## config.mk

```make
export PLATFORM = sky130hd
export DESIGN_NAME = mem_arbiter
export DESIGN_NICKNAME = d
export VERILOG_FILES = /design/src/rtl/mem_arbiter.sv
export SDC_FILE = /design/constraint.sdc
export NUM_CORES = 1
export LEC_CHECK = 0
export CORE_ASPECT_RATIO = 0.75
export CORE_UTILIZATION = 36
export DETAILED_ROUTE_END_ITERATION = 6
export PLACE_DENSITY = 0.85
export SLEW_MARGIN = 25
export SYNTH_ARGS = -nofsm -noshare
export SYNTH_HDL_FRONTEND = slang
export SYNTH_SLANG_ARGS = --single-unit
```

## constraint.sdc

```tcl
create_clock -name CLK -period 2.14 [get_ports CLK]
set_input_delay 0.214 -clock CLK [delete_from_list [all_inputs] [get_ports CLK]]
set_output_delay 0.214 -clock CLK [all_outputs]
set_load 0.02 [all_outputs]
```

## src/rtl/mem_arbiter.sv

```systemverilog
// mem_arbiter: shares one single-ported RAM between the instruction-fetch
// requester and the data requester. A request is latched onto the RAM port
// until the RAM signals completion, or until a timeout aborts it. On a
// timeout the sticky bus_err flag is raised and the request is arbitrated
// again.
module mem_arbiter #(
    parameter int unsigned ADDR_W  = 32,
    parameter int unsigned DATA_W  = 32,
    parameter int unsigned TIMEOUT = 255
) (
    input  logic              CLK,
    input  logic              nRST,
    input  logic              iREN,
    input  logic [ADDR_W-1:0] iaddr,
    output logic              iwait,
    output logic [DATA_W-1:0] iload,
    input  logic              dREN,
    input  logic              dWEN,
    input  logic [ADDR_W-1:0] daddr,
    input  logic [DATA_W-1:0] dstore,
    output logic              dwait,
    output logic [DATA_W-1:0] dload,
    output logic              ram_ren,
    output logic              ram_wen,
    output logic [ADDR_W-1:0] ram_addr,
    output logic [DATA_W-1:0] ram_store,
    input  logic [DATA_W-1:0] ram_load,
    input  logic              ram_ready,
    output logic              bus_err
);

    typedef enum logic [1:0] {
        IDLE = 2'd0,
        IACC = 2'd1,
        DACC = 2'd2
    } state_t;

    // Counter value seen in the last allowed access cycle.
    localparam logic [7:0] TIMEOUT_LAST = 8'(TIMEOUT - 1);

    state_t     state_q;
    logic       last_d_q;
    logic [7:0] cnt_q;

    logic       dreq_s;
    logic       idone_s;
    logic       ddone_s;

    // Request decode and completion detection (ram_ready may feed wait/load only).
    always_comb begin
        dreq_s  = dREN | dWEN;
        idone_s = (state_q == IACC) && ram_ready;
        ddone_s = (state_q == DACC) && ram_ready;
        iwait   = iREN & ~idone_s;
        dwait   = dreq_s & ~ddone_s;
        if (idone_s && iREN) begin
            iload = ram_load;
        end else begin
            iload = {DATA_W{1'b0}};
        end
        if (ddone_s && dreq_s) begin
            dload = ram_load;
        end else begin
            dload = {DATA_W{1'b0}};
        end
    end

    // Arbitration FSM: grant, hold latched access, complete or time out.
    always_ff @(posedge CLK or negedge nRST) begin
        if (!nRST) begin
            state_q   <= IDLE;
            last_d_q  <= 1'b0;
            cnt_q     <= 8'd0;
            bus_err   <= 1'b0;
            ram_ren   <= 1'b0;
            ram_wen   <= 1'b0;
            ram_addr  <= {ADDR_W{1'b0}};
            ram_store <= {DATA_W{1'b0}};
        end else begin
            case (state_q)
                IDLE: begin
                    cnt_q <= 8'd0;
                    // Data wins unless it was served last and a fetch is waiting.
                    if (dreq_s && !(last_d_q && iREN)) begin
                        state_q   <= DACC;
                        ram_addr  <= daddr;
                        ram_store <= dstore;
                        ram_wen   <= dWEN;
                        ram_ren   <= ~dWEN;
                    end else if (iREN) begin
                        state_q  <= IACC;
                        ram_addr <= iaddr;
                        ram_ren  <= 1'b1;
                        ram_wen  <= 1'b0;
                    end else begin
                        state_q <= IDLE;
                        ram_ren <= 1'b0;
                        ram_wen <= 1'b0;
                    end
                end
                IACC, DACC: begin
                    if (ram_ready) begin
                        state_q  <= IDLE;
                        ram_ren  <= 1'b0;
                        ram_wen  <= 1'b0;
                        last_d_q <= (state_q == DACC);
                    end else if (cnt_q == TIMEOUT_LAST) begin
                        // Abort; the requester still sees wait=1 and retries.
                        state_q <= IDLE;
                        ram_ren <= 1'b0;
                        ram_wen <= 1'b0;
                        bus_err <= 1'b1;
                    end else begin
                        cnt_q <= cnt_q + 8'd1;
                    end
                end
                default: begin
                    state_q <= IDLE;
                    ram_ren <= 1'b0;
                    ram_wen <= 1'b0;
                end
            endcase
        end
    end

endmodule

```

After elaboration in Yosys (flattened, before gate mapping). Cells that the tools add are included.

$add $sub $neg: 1. Bitwise logic cells: 7. Eq/ne operators: 6. Multiplexer cells: 19. Reductions and logical operators: 16.

Operators with widths (count): $mux W32 (4); $mux W8 (2); $pmux W8 S2 (1); $add A8 B1 Y8 const B (1); $eq A8 B8 Y1 const B (1); $logic_and A1 B1 Y1 (6); $mux W1 (6); $mux W2 (3); $reduce_and A2 Y1 (3); $reduce_and A3 Y1 (2); $ne A2 B2 Y1 const B (2); $not A1 Y1 (4); $pmux W1 S2 (2); $pmux W2 S2 (1); $reduce_bool A2 Y1 (2); $ne A3 B3 Y1 const B (1); $and A1 B1 Y1 (2); $eq A2 B1 Y1 const B (1); $eq A2 B2 Y1 const B (1); $logic_not A2 Y1 (1); $reduce_or A2 Y1 (1); $logic_not A1 Y1 (1); $or A1 B1 Y1 (1).

Input bits: 134. Output and inout port bits: 133. Flip-flop bits (word level): 78.

Depth between registers and ports, before layout. Gate-level depths: netlist of run 1.

Word-level depth: 5. Depth in mapped cells: 8. Depth with buffers taken out: 6.

Least setup slack after synthesis of run 1. No wires, ideal clock.

Path type: reg2reg. Start: reg state_q[0]. End: reg ram_ren. Clock period less this slack: 1701 ps. Library setup time: 125 ps. Slack: 439 ps. Required time: 2015 ps. Stages on the path, launching flop included: 8. Data arrival time: 1577 ps. Buffers on the path: 2. Cells stage by stage: dfrtp_1 inv_1 ha_1 buf_2 and2b_1 o21ai_2 buf_4 mux2_2.

Word-level cells in the longest chain between the ends: 3.

RTL lines: from (decl) (RTL line 41) `state_t state_q;`; from (signal assigned) (RTL line 71) `state_q <= IDLE;`; from (signal assigned) (RTL line 85) `state_q <= DACC;`; from (signal assigned) (RTL line 91) `state_q <= IACC;`; $eq A2 B1 Y1 or $eq A2 B2 Y1 (tied branches) (RTL line 80) `case (state_q)`; $reduce_or A2 Y1 (RTL line 80); $pmux W1 S2 or $ne A3 B3 Y1 (tied branches); to (signal assigned) (RTL line 89) `ram_ren <= ~dWEN;`; to (decl) (RTL line 23) `output logic ram_ren,`.

Parallel ways exist; a longest one is shown, timed or not. A chain may end at the register's enable or synchronous reset.

Worst setup path in the final report of run 1.
Start: reg state_q[0]. End: out dload[31].

Word-level cells in the longest chain between the ends: 4.

RTL lines: $eq A2 B2 Y1 (RTL line 53) `ddone_s = (state_q == DACC) && ram_ready;`; $logic_and A1 B1 Y1 (RTL line 53); $logic_and A1 B1 Y1 (RTL line 61) `if (ddone_s && dreq_s) begin`; $mux W32 (RTL line 61); to (decl) (RTL line 22) `output logic [DATA_W-1:0] dload,`.

No other way between the ends.

==> results of run 1 <==
[cells in the final DEF (no fill, tap or decap), drive strengths merged]
| cell | netlist | final |
|---|---|---|
| and2 | 64 | 64 |
| nor2b | 1 | 1 |
| a211o | 1 | 1 |
| ha | 5 | 5 |
| a21boi | 1 | 1 |
| nand4 | 3 | 3 |
| inv | 5 | 5 |
| nand2b | 2 | 2 |
| o2bb2ai | 1 | 1 |
| clkdlybuf4s50 | 0 | 199 |
| clkdlybuf4s15 | 0 | 3 |
| o211ai | 1 | 1 |
| nand3 | 7 | 7 |
| nor3 | 2 | 2 |
| or4b | 1 | 1 |
| clkinv | 0 | 4 |
| a21o | 1 | 1 |
| clkinvlp | 0 | 1 |
| nor2 | 9 | 9 |
| mux2i | 34 | 34 |
| and3 | 2 | 2 |
| nand2 | 42 | 42 |
| or2 | 1 | 1 |
| a21oi | 3 | 3 |
| nor4bb | 1 | 1 |
| o21ai | 38 | 38 |
| o31ai | 1 | 1 |
| o22a | 1 | 1 |
| clkbuf | 8 | 71 |
| buf | 15 | 13 |
| and2b | 1 | 1 |
| dfrtp | 78 | 78 |
| dlygate4sd3 | 0 | 1 |
| bufinv | 0 | 1 |
| mux2 | 35 | 35 |
| dlymetal6s2s | 0 | 1 |
| dlygate4sd2 | 0 | 1 |
| a22o | 2 | 2 |
[cell families after synthesis]
group	synth area share
AND/OR/NAND/NOR	0.190
adder cells (fa/ha/maj)	0.0158
AO/OA/AOI/OAI	0.0796
flip-flops	0.493
multiplexers	0.185
buffers and inverters	0.0366
[layout make-up]
type                       instances  share of cell area
clock inverter                     6             0.00894
tap                              136              0.0248
timing repair buffer             279               0.370
multi-input combinational        260               0.274
inverter                           5             0.00274
sequential                        78               0.285
clock buffer                      10              0.0349
[sequential cells by signal, summed over array words and instances (netlist names)]
signal	flops
bus_err	1
ram_wen	1
last_d_q	1
ram_store	32
ram_ren	1
cnt_q	8
ram_addr	32
state_q	2
[routing by layer]
metal | wire length (um) | vias to the layer above | GRT usage | share of wire
met5 | 0 | - | 0 | 0
met4 | 110 | 0 | 0.0452 | 0.0084
met3 | 1040 | 11 | 0.0634 | 0.079
met2 | 6490 | 154 | 0.383 | 0.49
met1 | 5510 | 1749 | 0.289 | 0.42
li1 | - | 1776 | - | -
[what timing repair did]
item                                   CTS  global route
gates resized for setup                 93           102
hold buffers                             1             0
endpoints found under the hold margin   39             0
setup endpoints to repair               65            65
[critical path, delay by kind of cell (launching register included)]
family                     cells  cell delay, ns
buffers and inverters          3            0.52
DFF                            1            0.38
and+or+nand+nor                3            0.36
adders and majority gates      1            0.23
[final timing paths]
check,start,end,cells after the start
min reg2reg,ram_addr[23],ram_addr[23],2
max reg2reg,state_q[1],cnt_q[4],6
max,state_q[0],dload[31],7
min in group CLK,ram_addr[23],ram_addr[23],2
max in group asynchronous,nRST,ram_addr[21],3
min,nRST,ram_addr[17],2
[report_power, final]
group / switching, mW / internal, mW / total [mW]
Clock: 0.570 / 0.930 / 1.50
Sequential: 0.371 / 2.16 / 2.53
Combinational: 2.32 / 2.13 / 4.45
Total: 3.26 / 5.22 / 8.47
[per-stage QoR]
stage          power, mW  instance area [sq um]
6_report            8.47                   6860
5_1_grt             8.99                   6860
4_1_cts             8.59                   7110
3_5_place_dp        7.10                   6840
3_3_place_gp        6.92                   6840
2_1_floorplan       4.84                   3960
==> flow_summary.html, run 1 <==
<table>
<tr><th>Metric</th><th>Value</th></tr>
<tr><th colspan="2">Logic synthesis</th></tr>
<tr><td>Top_reg_cell synth</td><td>sky130_fd_sc_hd__dfrtp_1</td></tr>
<tr><td>Number of cells produced by synthesis</td><td>366</td></tr>
<tr><td>Number of flops mapped to enable cells by yosys</td><td>0</td></tr>
<tr><td>Syn avg cell area</td><td>10.8 sq um</td></tr>
<tr><td>Flops &amp; latches, synth</td><td>78</td></tr>
<tr><td>Sequential element share of the synthesized area</td><td>0.493</td></tr>
<tr><td>Mapped cell area</td><td>~4000 sq um</td></tr>
<tr><td>Ranking of synthesized cells by instance count</td><td>78 x sky130_fd_sc_hd__dfrtp_1, 64 x sky130_fd_sc_hd__and2_1, 41 x sky130_fd_sc_hd__nand2_1, 37 x sky130_fd_sc_hd__o21ai_0, 34 x sky130_fd_sc_hd__mux2i_1</td></tr>
<tr><td>Most area-hungry cell type in the Yosys netlist</td><td>sky130_fd_sc_hd__dfrtp_1</td></tr>
<tr><td>Area share of the largest cell type after synthesis</td><td>0.493</td></tr>
<tr><td>Most numerous cell in the Yosys netlist</td><td>sky130_fd_sc_hd__dfrtp_1</td></tr>
<tr><td>Share of synthesized flip-flops with an asynchronous set or reset</td><td>1.00</td></tr>
<tr><td>Yosys cell types</td><td>38</td></tr>
<tr><td>Largest cells by area after synthesis</td><td>sky130_fd_sc_hd__dfrtp_1 49%, sky130_fd_sc_hd__and2_1 10%, sky130_fd_sc_hd__mux2i_1 8.6%</td></tr>
<tr><td>Warning count from the yosys run</td><td>0</td></tr>
<tr><td>Nets in the synthesized netlist</td><td>505</td></tr>
<tr><th colspan="2">Placement</th></tr>
<tr><td>Minimum setup slack after placement</td><td>-0.0211 ns</td></tr>
<tr><td>Post-Place Cells</td><td>757</td></tr>
<tr><td>Final RePlAce weighted congestion</td><td>0.812</td></tr>
<tr><td>Port Buffers</td><td>266</td></tr>
<tr><td>Total half-perimeter wirelength after legalization and detailed placement</td><td>10500 um</td></tr>
<tr><th colspan="2">Timing</th></tr>
<tr><td>Final hold vios</td><td>0</td></tr>
<tr><td>RSZ-0062 raised after global routing</td><td>no</td></tr>
<tr><td>Max Clock Freq</td><td>between 0.4 and 0.5 GHz</td></tr>
<tr><td>Final setup violation count</td><td>0</td></tr>
<tr><td>Hold WS</td><td>0.456 ns</td></tr>
<tr><td>Post-route clock skew</td><td>around 0.0043 ns</td></tr>
<tr><td>Remaining max-slew budget at the tightest pin</td><td>0.636</td></tr>
<tr><td>Final min period</td><td>2.04 ns</td></tr>
<tr><td>Aggregate negative setup slack</td><td>0 ns</td></tr>
<tr><td>Post-route setup slack</td><td>0.0957 ns</td></tr>
<tr><td>Slew @ Worst Pin</td><td>0.546 ns</td></tr>
<tr><td>Share of the cycle needed by the critical path after routing</td><td>0.955</td></tr>
<tr><td>Slew Limit Fails</td><td>0</td></tr>
<tr><th colspan="2">Setup path</th></tr>
<tr><td>Maximum cell stage delay along the critical path</td><td>~0.38 ns</td></tr>
<tr><td>Cells traversed along the worst timing path</td><td>inv_1 -&gt; ha_1 -&gt; nand2_1 -&gt; nor2_2 -&gt; buf_12 -&gt; and2_1 -&gt; clkdlybuf4s15_2</td></tr>
<tr><td>Setup slack on the worst flop-to-flop path</td><td>0.22 ns</td></tr>
<tr><td>Worst Path Max Fanout</td><td>32</td></tr>
<tr><td>Sort of element at the end of the critical path</td><td>output port</td></tr>
<tr><td>Kind of launch point of the worst setup path</td><td>register</td></tr>
<tr><td>Classification of the worst setup path</td><td>register to output port</td></tr>
<tr><td>Required time worst endpoint</td><td>1.93 ns</td></tr>
<tr><td>Master of the slowest instance on the critical path</td><td>sky130_fd_sc_hd__dfrtp_1</td></tr>
<tr><td>Data arrival time of the worst path</td><td>1.83 ns</td></tr>
<tr><th colspan="2">Run</th></tr>
<tr><td>Maxcap violations</td><td>0</td></tr>
<tr><th colspan="2">Drt</th></tr>
<tr><td>Violation count after the first detailed-routing iteration</td><td>128</td></tr>
<tr><td>Post-route antenna net violation count</td><td>0</td></tr>
<tr><td>Total DRC errors in the routed layout</td><td>0</td></tr>
<tr><td>Detailed Routing Iterations Pass 1</td><td>4</td></tr>
<tr><td>Post-Route WL</td><td>roughly 13000 um</td></tr>
<tr><td>Number of vias after detailed routing</td><td>3690</td></tr>
<tr><td>Via-to-Cell Ratio</td><td>4.77</td></tr>
<tr><td>Routed wirelength normalized by instance count</td><td>approximately 17 um</td></tr>
<tr><th colspan="2">Hold path</th></tr>
<tr><td>Worst min path class</td><td>primary input to asynchronous set/reset pin</td></tr>
<tr><th colspan="2">Clock network</th></tr>
<tr><td>Post-CTS setup buffer count</td><td>0</td></tr>
<tr><td>H-tree levels</td><td>3</td></tr>
<tr><td>Worst-case clock buffer depth</td><td>2</td></tr>
<tr><td>Clock tree from TritonCTS</td><td>done</td></tr>
<tr><td>Clk slew on worst S/H paths</td><td>0.06 ns</td></tr>
<tr><td>Clock sinks</td><td>78</td></tr>
<tr><td>Latest clock arrival within the worst-skew pair</td><td>0.32 ns</td></tr>
<tr><td>Clock Root Buffer</td><td>sky130_fd_sc_hd__clkbuf_16</td></tr>
<tr><td>Number of buffers inserted during clock tree synthesis</td><td>9</td></tr>
<tr><th colspan="2">Run status</th></tr>
<tr><td>Run status</td><td>complete, no violations</td></tr>
<tr><th colspan="2">GRT</th></tr>
<tr><td>Number of antenna violations at the first check in global routing</td><td>0</td></tr>
<tr><td>First-pass GRT wire length</td><td>19700 um</td></tr>
<tr><td>Vias in the first global route</td><td>between 3000 and 4000</td></tr>
<tr><td>All-layer global routing usage</td><td>0.227</td></tr>
<tr><td>Pin count of the biggest net entering global routing</td><td>65</td></tr>
<tr><td>Grt ovf</td><td>0</td></tr>
<tr><th colspan="2">Layout</th></tr>
<tr><td>Layout overhead on the synthesized area</td><td>73.1%</td></tr>
<tr><td>Layout cell share with drive strength beyond 1</td><td>0.172</td></tr>
<tr><td>Final #Nets</td><td>a little under 800</td></tr>
<tr><td>Register Area</td><td>1950 sq um</td></tr>
<tr><td>Number of fill cells in the layout</td><td>818</td></tr>
<tr><td>Final Util</td><td>0.654</td></tr>
<tr><td>Final Instance Count excl. Fillers</td><td>774</td></tr>
<tr><td>Number of antenna cells inserted</td><td>0</td></tr>
<tr><td>Multi-input logic area</td><td>1880 sq um</td></tr>
<tr><th colspan="2">Pwr</th></tr>
<tr><td>Power density relative to cell area</td><td>1240 nW/um^2</td></tr>
<tr><td>Max IR drop VDD</td><td>0.909 mV</td></tr>
<tr><td>Leak</td><td>3.09 nW</td></tr>
<tr><th colspan="2">Floorplanning</th></tr>
<tr><td>Die Footprint</td><td>11400 sq um</td></tr>
<tr><td>Horizontal die dimension</td><td>123 um</td></tr>
<tr><td>DIE HEIGHT</td><td>92.8 um</td></tr>
<tr><td>Placeable core region</td><td>10500 sq um</td></tr>
<tr><td>Effective utilization at floorplan</td><td>0.378</td></tr>
<tr><td># rows</td><td>32</td></tr>
<tr><td>Boundary pin count</td><td>267</td></tr>
</table>
(Power assumes the default switching activity.)
==> inputs of run 2 (changes only) <==
- CAP_MARGIN: default -> 5
==> results of run 2 <==
The final DEF is identical to that of run 1; final timing and power are the same.
==> inputs of run 3 (changes only) <==
- GPL_ROUTABILITY_DRIVEN: default -> 0
==> results of run 3 <==
The final DEF is identical to that of run 1; final timing and power are the same.
